`config.mk`:
```
export PLATFORM = sky130hd
export DESIGN_NAME = alu_seq_ctrl_flat
export DESIGN_NICKNAME = d
export VERILOG_FILES = /design/src/rtl/alu_seq_ctrl_if.sv /design/src/rtl/alu_seq_ctrl.sv /design/src/flat_wrapper.sv
export SDC_FILE = /design/constraint.sdc
export NUM_CORES = 1
export LEC_CHECK = 0
export ABC_CLOCK_PERIOD_IN_PS = 4100
export BUFFER_PORTS_ARGS = -buffer_cell sky130_fd_sc_hd__buf_4
export CORE_MARGIN = 2
export CORE_UTILIZATION = 54
export CTS_CLUSTER_SIZE = 40
export DETAILED_ROUTE_END_ITERATION = 10
export GPL_ROUTABILITY_DRIVEN = 0
export PLACE_DENSITY_LB_ADDON = 0.2
export RECOVER_POWER = 25
export SYNTH_ARGS = -nofsm -noshare
export SYNTH_HDL_FRONTEND = slang
export SYNTH_SLANG_ARGS = --single-unit
```
`constraint.sdc`:
```
create_clock -name clk -period 4.1 [get_ports clk]
set_input_delay 0.205 -clock clk [delete_from_list [all_inputs] [get_ports clk]]
set_output_delay 0.205 -clock clk [all_outputs]
set_load 0.03 [all_outputs]
```
`src/rtl/alu_seq_ctrl_if.sv`:
```
// Instruction handshake plus ALU / register-file control bundle for alu_seq_ctrl.
// Counter outputs exist only when ALU_SEQ_CTRL_PERF_EN is defined.
interface alu_seq_ctrl_if #(
    parameter int REG_AW  = 2,
    parameter int INSTR_W = 12
);
    logic               instr_valid;
    logic [INSTR_W-1:0] instr;
    logic               instr_ready;
    logic               alu_Z;
    logic               alu_C;
    logic               alu_O;
    logic               alu_N;
    logic [1:0]         alu_op_sel;
    logic [3:0]         alu_opcode;
    logic [REG_AW-1:0]  rf_ra;
    logic [REG_AW-1:0]  rf_rb;
    logic [REG_AW-1:0]  rf_wa;
    logic               rf_we;
    logic [3:0]         flags_q;
    logic               done;
    logic               illegal;
`ifdef ALU_SEQ_CTRL_PERF_EN
    logic [15:0]        instr_cnt;
    logic [7:0]         illegal_cnt;
`endif

    modport master (
        input  instr_valid, instr, alu_Z, alu_C, alu_O, alu_N,
        output instr_ready, alu_op_sel, alu_opcode, rf_ra, rf_rb, rf_wa,
               rf_we, flags_q, done, illegal
`ifdef ALU_SEQ_CTRL_PERF_EN
        , output instr_cnt, illegal_cnt
`endif
    );

    modport slave (
        output instr_valid, instr, alu_Z, alu_C, alu_O, alu_N,
        input  instr_ready, alu_op_sel, alu_opcode, rf_ra, rf_rb, rf_wa,
               rf_we, flags_q, done, illegal
`ifdef ALU_SEQ_CTRL_PERF_EN
        , input instr_cnt, illegal_cnt
`endif
    );
endinterface

```
`src/rtl/alu_seq_ctrl.sv`:
```
// Sequences one instruction through the ALU/register file; optional counters under ALU_SEQ_CTRL_PERF_EN.
// Latency: fixed 4 cycles from accept to the edge ending WB (done pulse in cycle 3).
// Backpressure: instr_ready high only in IDLE; no pipelining, one accept per 4 cycles at most.
module alu_seq_ctrl #(
    parameter int REG_AW  = 2,
    parameter int INSTR_W = 12
) (
    input  logic           clk,
    input  logic           rst,
    alu_seq_ctrl_if.master bus
);
    typedef enum logic [1:0] {S_IDLE, S_DEC, S_EXEC, S_WB} state_t;
    typedef enum logic [1:0] {FL_KEEP, FL_LOGIC, FL_ALL} flag_mode_t;

    state_t            state;
    logic [3:0]        op_q;
    logic [REG_AW-1:0] rd_q, rs1_q, rs2_q;

    logic              instr_ready_q;
    logic [1:0]        op_sel_q;
    logic [3:0]        opcode_q;
    logic [REG_AW-1:0] ra_q, rb_q, wa_q;
    logic              rf_we_q, done_q, illegal_q;
    logic [3:0]        flags_q;

    logic [1:0]        dec_op_sel;
    logic [3:0]        dec_opcode;
    logic              dec_we;
    logic              dec_illegal;
    flag_mode_t        dec_flags;

    // Reserved instruction bits carry no meaning.
    logic unused_rsvd;
    assign unused_rsvd = ^bus.instr[1:0];

    always_comb begin
        dec_op_sel  = 2'b00;
        dec_opcode  = 4'h0;
        dec_we      = 1'b0;
        dec_illegal = 1'b0;
        dec_flags   = FL_KEEP;
        case (op_q)
            4'h0: ;
            4'h1, 4'h2, 4'h3, 4'h4, 4'h5, 4'h6, 4'h7: begin
                dec_op_sel = 2'b01;
                dec_opcode = op_q;
                dec_we     = 1'b1;
                dec_flags  = FL_LOGIC;
            end
            4'h8: begin
                dec_op_sel = 2'b10;
                dec_we     = 1'b1;
                dec_flags  = FL_ALL;
            end
            4'h9: begin
                dec_op_sel = 2'b11;
                dec_we     = 1'b1;
                dec_flags  = FL_ALL;
            end
            4'hA: begin
                dec_op_sel = 2'b11;
                dec_flags  = FL_ALL;
            end
            default: dec_illegal = 1'b1;
        endcase
    end

    always_ff @(posedge clk or posedge rst) begin
        if (rst) begin
            state         <= S_IDLE;
            op_q          <= 4'h0;
            rd_q          <= '0;
            rs1_q         <= '0;
            rs2_q         <= '0;
            instr_ready_q <= 1'b1;
            op_sel_q      <= 2'b00;
            opcode_q      <= 4'h0;
            ra_q          <= '0;
            rb_q          <= '0;
            wa_q          <= '0;
            rf_we_q       <= 1'b0;
            done_q        <= 1'b0;
            illegal_q     <= 1'b0;
            flags_q       <= 4'h0;
        end else begin
            case (state)
                S_IDLE: begin
                    if (bus.instr_valid && instr_ready_q) begin
                        op_q          <= bus.instr[11:8];
                        rd_q          <= bus.instr[7:6];
                        rs1_q         <= bus.instr[5:4];
                        rs2_q         <= bus.instr[3:2];
                        instr_ready_q <= 1'b0;
                        state         <= S_DEC;
                    end
                end
                S_DEC: begin
                    op_sel_q <= dec_op_sel;
                    opcode_q <= dec_opcode;
                    ra_q     <= rs1_q;
                    rb_q     <= rs2_q;
                    wa_q     <= rd_q;
                    state    <= S_EXEC;
                end
                S_EXEC: begin
                    rf_we_q   <= dec_we;
                    done_q    <= 1'b1;
                    illegal_q <= dec_illegal;
                    state     <= S_WB;
                end
                S_WB: begin
                    // ALU flags have settled by now; commit them as the write lands.
                    case (dec_flags)
                        FL_LOGIC: flags_q <= {bus.alu_N, 1'b0, 1'b0, bus.alu_Z};
                        FL_ALL:   flags_q <= {bus.alu_N, bus.alu_O, bus.alu_C, bus.alu_Z};
                        default:  flags_q <= flags_q;
                    endcase
                    rf_we_q       <= 1'b0;
                    done_q        <= 1'b0;
                    illegal_q     <= 1'b0;
                    op_sel_q      <= 2'b00;
                    opcode_q      <= 4'h0;
                    ra_q          <= '0;
                    rb_q          <= '0;
                    wa_q          <= '0;
                    instr_ready_q <= 1'b1;
                    state         <= S_IDLE;
                end
                default: state <= S_IDLE;
            endcase
        end
    end

    assign bus.instr_ready = instr_ready_q;
    assign bus.alu_op_sel  = op_sel_q;
    assign bus.alu_opcode  = opcode_q;
    assign bus.rf_ra       = ra_q;
    assign bus.rf_rb       = rb_q;
    assign bus.rf_wa       = wa_q;
    assign bus.rf_we       = rf_we_q;
    assign bus.flags_q     = flags_q;
    assign bus.done        = done_q;
    assign bus.illegal     = illegal_q;

`ifdef ALU_SEQ_CTRL_PERF_EN
    logic [15:0] instr_cnt_q;
    logic [7:0]  illegal_cnt_q;

    always_ff @(posedge clk or posedge rst) begin
        if (rst) begin
            instr_cnt_q   <= 16'h0;
            illegal_cnt_q <= 8'h0;
        end else begin
            if (done_q && (instr_cnt_q != 16'hFFFF))
                instr_cnt_q <= instr_cnt_q + 16'h1;
            if (illegal_q && (illegal_cnt_q != 8'hFF))
                illegal_cnt_q <= illegal_cnt_q + 8'h1;
        end
    end

    assign bus.instr_cnt   = instr_cnt_q;
    assign bus.illegal_cnt = illegal_cnt_q;
`endif
endmodule

```
`src/flat_wrapper.sv`:
```
// flat-port wrapper written by rule: the top's interface ports become plain ports
module alu_seq_ctrl_flat 
#(
    parameter int REG_AW  = 2,
    parameter int INSTR_W = 12
)
  (clk, rst, bus_instr_valid, bus_instr, bus_alu_Z, bus_alu_C, bus_alu_O, bus_alu_N, bus_instr_ready, bus_alu_op_sel, bus_alu_opcode, bus_rf_ra, bus_rf_rb, bus_rf_wa, bus_rf_we, bus_flags_q, bus_done, bus_illegal);
  alu_seq_ctrl_if #(.REG_AW(REG_AW), .INSTR_W(INSTR_W)) bus_i ();
  input  logic clk;
  input  logic rst;
  input wire logic [$bits(bus_i.instr_valid)-1:0] bus_instr_valid;
  input wire logic [$bits(bus_i.instr)-1:0] bus_instr;
  input wire logic [$bits(bus_i.alu_Z)-1:0] bus_alu_Z;
  input wire logic [$bits(bus_i.alu_C)-1:0] bus_alu_C;
  input wire logic [$bits(bus_i.alu_O)-1:0] bus_alu_O;
  input wire logic [$bits(bus_i.alu_N)-1:0] bus_alu_N;
  output wire logic [$bits(bus_i.instr_ready)-1:0] bus_instr_ready;
  output wire logic [$bits(bus_i.alu_op_sel)-1:0] bus_alu_op_sel;
  output wire logic [$bits(bus_i.alu_opcode)-1:0] bus_alu_opcode;
  output wire logic [$bits(bus_i.rf_ra)-1:0] bus_rf_ra;
  output wire logic [$bits(bus_i.rf_rb)-1:0] bus_rf_rb;
  output wire logic [$bits(bus_i.rf_wa)-1:0] bus_rf_wa;
  output wire logic [$bits(bus_i.rf_we)-1:0] bus_rf_we;
  output wire logic [$bits(bus_i.flags_q)-1:0] bus_flags_q;
  output wire logic [$bits(bus_i.done)-1:0] bus_done;
  output wire logic [$bits(bus_i.illegal)-1:0] bus_illegal;
  assign bus_i.instr_valid = bus_instr_valid;
  assign bus_i.instr = bus_instr;
  assign bus_i.alu_Z = bus_alu_Z;
  assign bus_i.alu_C = bus_alu_C;
  assign bus_i.alu_O = bus_alu_O;
  assign bus_i.alu_N = bus_alu_N;
  assign bus_instr_ready = bus_i.instr_ready;
  assign bus_alu_op_sel = bus_i.alu_op_sel;
  assign bus_alu_opcode = bus_i.alu_opcode;
  assign bus_rf_ra = bus_i.rf_ra;
  assign bus_rf_rb = bus_i.rf_rb;
  assign bus_rf_wa = bus_i.rf_wa;
  assign bus_rf_we = bus_i.rf_we;
  assign bus_flags_q = bus_i.flags_q;
  assign bus_done = bus_i.done;
  assign bus_illegal = bus_i.illegal;
  alu_seq_ctrl #(.REG_AW(REG_AW), .INSTR_W(INSTR_W)) u_core (.clk(clk), .rst(rst), .bus(bus_i));
endmodule
```
==> results.md <==
- The synthesized netlist occupies a cell area of 0.00139 mm².
- Of the total power, registers draw 0.405.
- The post-route worst setup slack is 2.36 ns.
- Hold timing on the final database bottoms out at a slack of 0.0703 ns.
- Total power for the finished layout comes to 0.00132 W.
- The startpoint of the tightest hold check path is bus_instr_valid.
- The floorplan step defined a die boundary enclosing 0.00300 mm².
- For this run, the number of Yosys warnings is 0.
- Once the clock tree was built, the resizer swapped 0 gates to a different size.
- The number of antenna violations at the first check in global routing is 0.
- The number of setup violations in the final report is 0.
- The achievable clock frequency is 573 MHz.
- The detailed-route wire length is 2490 µm.
- TritonCTS built the clock tree.
- The logic depth of the worst register-to-register path is 5.
- For this block, the initial DRC count from the detailed router was 3.
- The total power per unit cell area is 765 mW/mm².
- In this run the clock root is driven by a sky130_fd_sc_hd__clkbuf_4.
- Clock-pin slew was measured on the worst setup and hold paths at 0.10 ns.
- Of the synthesized area, sequential elements account for 0.576.
- The quantity of I/O buffers inserted on ports is 36.
- The async set or reset register ratio after synthesis is 1.00.
- The post-route fraction of the period consumed by the critical path is 0.425.
- At the pin with the least slew margin, the transition time is 1.15 ns.
- The first global-routing pass estimated 4070 µm of wire.
- The total negative slack for setup checks is 0 ns.
- The final antenna diode count is 0.
- Setup repair after global routing left no endpoint under its margin.
- The insertion delay of the later-clocked pin in the worst-skew pair is 0.32 ns.
- The worst endpoint data arrival time is 1.96 ns.
- sky130_fd_sc_hd__dfrtp_1 is the most common cell in the netlist.
- The maximum level of the CTS H-tree is 2.
- For hold timing, the worst endpoint is u_core.bus.instr_ready.
- In the routed design, unresolved DRC markers number 0.
- The number of vias per cell is 5.26.
- Of the total power, the share spent switching nets is 0.407.
- The overflow left after global routing is 0.
- The netlist uses 25 different library cells.
- The total of flip-flops plus latches after synthesis is 32.
- The tool flagged a number of max-cap violations equal to 0.
- STA classifies the critical path endpoint as a flip-flop.
- The number of nets handed over by synthesis was 142.
- The final core area utilization is 0.700.
- The path class of the tightest hold or removal check is in -> reg.
- The time the worst path needs with I/O delays and setup is 1.74 ns.
- The cell count after synthesis is 117.
- The worst clock skew is 0.00969 ns.
- The number of sinks handled by clock tree synthesis is 32.
- Averaged over all synthesized cells, the footprint is 11.9 µm².
- The die span in y is 54.8 µm.
- The synthesized design contains 0 enable-type register cells.
- The first TritonRoute pass finished after 4 iterations.
- The wire-length estimate of the detail-placed layout is 1750 µm.
- The flow ran to the end, and the final reports show no timing, DRC or antenna violations.
- The setup slack of the most critical reg-to-reg path is 2.36 ns.
- For this run, the total global-route usage over all layers was measured as 0.200.
- Measured against its own limit, the worst slew margin works out to 0.229.
- The share of the synthesized area in the top cell type is 0.558.
- Once detail routing completed, the nets flagged for antenna violations numbered 0.
- The largest total area in the synthesized netlist belongs to sky130_fd_sc_hd__dfrtp_1.
- Counting the fill cells in the layout gives 184.
- The startpoint identified for the worst register-to-register timing path is u_core.op_q[1].
- Before CTS, the worst setup slack after placement is 2.35 ns.
- The number of global-route vias before repair is 960.
- Along the worst path, the maximum fanout reaches 6.
- Entering global routing, the biggest net connects 33 pins.
- The internal power contribution is 0.000780 W.
- Counting instances in the post-synthesis netlist gives the leading cell types as 31 x sky130_fd_sc_hd__dfrtp_1, 13 x sky130_fd_sc_hd__mux2_2, 10 x sky130_fd_sc_hd__nand2_1, 10 x sky130_fd_sc_hd__nor2_1.
- Of the total power, combinational logic draws 0.472.
- The die boundary width is 54.8 µm.
- The total I/O pin count is 39.
- The hold path depth is 2.
- In the final layout, the share of cells above drive strength 1 is 0.365.
- The register area is 802 µm².
- For this configuration, the core starts out at a cell density of 0.567.
- The standby leakage power is 0.838 nW.
- The core region area is 0.00245 mm².
- The placement row count is 18.
- The post-CTS repair timing setup buffer count is 0.
- The area added between synthesis and finish is 23.6%.
- Summing all multi-input logic gate instances after layout gives 548 µm².
- The share of total power dissipated in the clock network is 0.123.
- For this run, the leading register cell type out of synthesis is sky130_fd_sc_hd__dfrtp_1.
- The number of hold violations in the final report was 0.
- The critical path in this run is classified as reg -> reg.
- For this run, the post-layout net count is 181.
- After detailed routing, the average wire length per cell comes to 13.4 µm.
- For this block, the via count after detailed routing is 978.
- The max-slew violation count came to 0.
- In this run the power spent charging and discharging nets is 0.000535 W.
- Ranked by total cell area, the synthesized netlist is headed by sky130_fd_sc_hd__dfrtp_1 56%, sky130_fd_sc_hd__mux2_2 11%, sky130_fd_sc_hd__ha_1 5.4%.
- The critical path data required time is 4.32 ns.
- Counting along the longest clock path gives a buffer depth of 2.
- The endpoint of the worst-slack reg-to-reg timing path is u_core.bus.flags_q[0].
- IR analysis of the VDD net gives a maximum drop of 514 µV.
- The kind of launch point of the worst setup path is a flip-flop.
- Hold repair after CTS inserted 0 buffers.
- Buffers inserted during clock tree synthesis total 5.
critical path: stages, from the launching register on:
cell                       delay [ns]
sky130_fd_sc_hd__dfrtp_1         0.42
sky130_fd_sc_hd__nor3_1          0.09
sky130_fd_sc_hd__or2_2           0.29
sky130_fd_sc_hd__ha_1            0.27
sky130_fd_sc_hd__nand2b_1        0.21
sky130_fd_sc_hd__mux2_2          0.36
worst max-delay path by stage:
stage                              start                    end  slack, ns  depth (start not counted)
after floorplan           u_core.op_q[1]  u_core.bus.flags_q[0]       2.46                          5
after global placement    u_core.op_q[1]  u_core.bus.flags_q[3]       2.39                          5
after detailed placement  u_core.op_q[1]  u_core.bus.flags_q[0]       2.35                          5
after CTS                 u_core.op_q[1]  u_core.bus.flags_q[0]       2.33                          5
after global routing      u_core.op_q[1]  u_core.bus.flags_q[0]       2.24                          5
final                     u_core.op_q[1]  u_core.bus.flags_q[0]       2.36                          5
per-layer routing:
| layer | track usage | part of all wire | vias up |
|---|---|---|---|
| li1 | - | - | 473 |
| met1 | 0.227 | 0.40 | 479 |
| met2 | 0.331 | 0.54 | 24 |
| met3 | 0.0792 | 0.053 | 2 |
| met4 | 0.0875 | 0.0076 | 0 |
| met5 | 0 | 0 | - |
through the flow:
stage | cell area, µm² | std cells
2_1_floorplan | 1390 | 117
3_5_place_dp | 1680 | 179
5_1_grt | 1720 | 186
4_1_cts | 1730 | 186
3_3_place_gp | 1680 | 179
6_report | 1720 | 186
power by group through the flow:
| stage | logic (W) | registers (W) | clock network, W |
|---|---|---|---|
| floorplan | 0.000341 | 0.000642 | 0 |
| global placement | 0.000613 | 0.000531 | 0 |
| detailed placement | 0.000638 | 0.000539 | 0 |
| CTS | 0.000637 | 0.000533 | 0.000167 |
| global route | 0.000688 | 0.000553 | 0.000184 |
| finish | 0.000621 | 0.000532 | 0.000162 |
cell usage in the layout (no fill, tap or decap):
cell type                  Yosys  routed
sky130_fd_sc_hd__nand2b_1      5       5
sky130_fd_sc_hd__a31oi_1       2       2
sky130_fd_sc_hd__or2_2         1       1
sky130_fd_sc_hd__mux2i_1       6       6
sky130_fd_sc_hd__nand3b_1      3       3
sky130_fd_sc_hd__nor2_1       10      10
sky130_fd_sc_hd__mux2_2       13      13
sky130_fd_sc_hd__dfrtp_1      31      31
sky130_fd_sc_hd__nor2b_1       1       1
sky130_fd_sc_hd__nand3_1       1       1
sky130_fd_sc_hd__nor3_1        1       1
sky130_fd_sc_hd__buf_4         0      33
sky130_fd_sc_hd__a31o_2        1       1
sky130_fd_sc_hd__o32ai_1       1       1
sky130_fd_sc_hd__nand3_2       1       1
sky130_fd_sc_hd__dfstp_2       1       1
sky130_fd_sc_hd__inv_1         6       6
sky130_fd_sc_hd__nor3b_1       2       2
sky130_fd_sc_hd__nand2_1      10      10
sky130_fd_sc_hd__clkbuf_1      1       3
sky130_fd_sc_hd__o31ai_1       1       1
sky130_fd_sc_hd__clkinv_2      0       1
sky130_fd_sc_hd__a21oi_1       6       6
sky130_fd_sc_hd__clkbuf_4      0       6
sky130_fd_sc_hd__o21ai_0       3       3
sky130_fd_sc_hd__or4_1         1       1
sky130_fd_sc_hd__ha_1          6       6
cell type report:
| type | count | area share |
|---|---|---|
| Tap cell | 30 | 0.0218 |
| Sequential cell | 32 | 0.467 |
| Timing Repair Buffer | 36 | 0.153 |
| Clock buffer | 6 | 0.0240 |
| Multi-Input combinational cell | 75 | 0.319 |
| Inverter | 6 | 0.0131 |
| Clock inverter | 1 | 0.00291 |
kinds of logic after synthesis:
kind of cell / after synthesis / synth area share
DFF: 32 / 0.576
buffers and inverters: 10 / 0.0297
adders and majority gates: 6 / 0.0540
and+or+nand+nor: 36 / 0.132
AOI/OAI and AO/OA: 14 / 0.0594
muxes: 19 / 0.148
(Power assumes the default switching activity.)
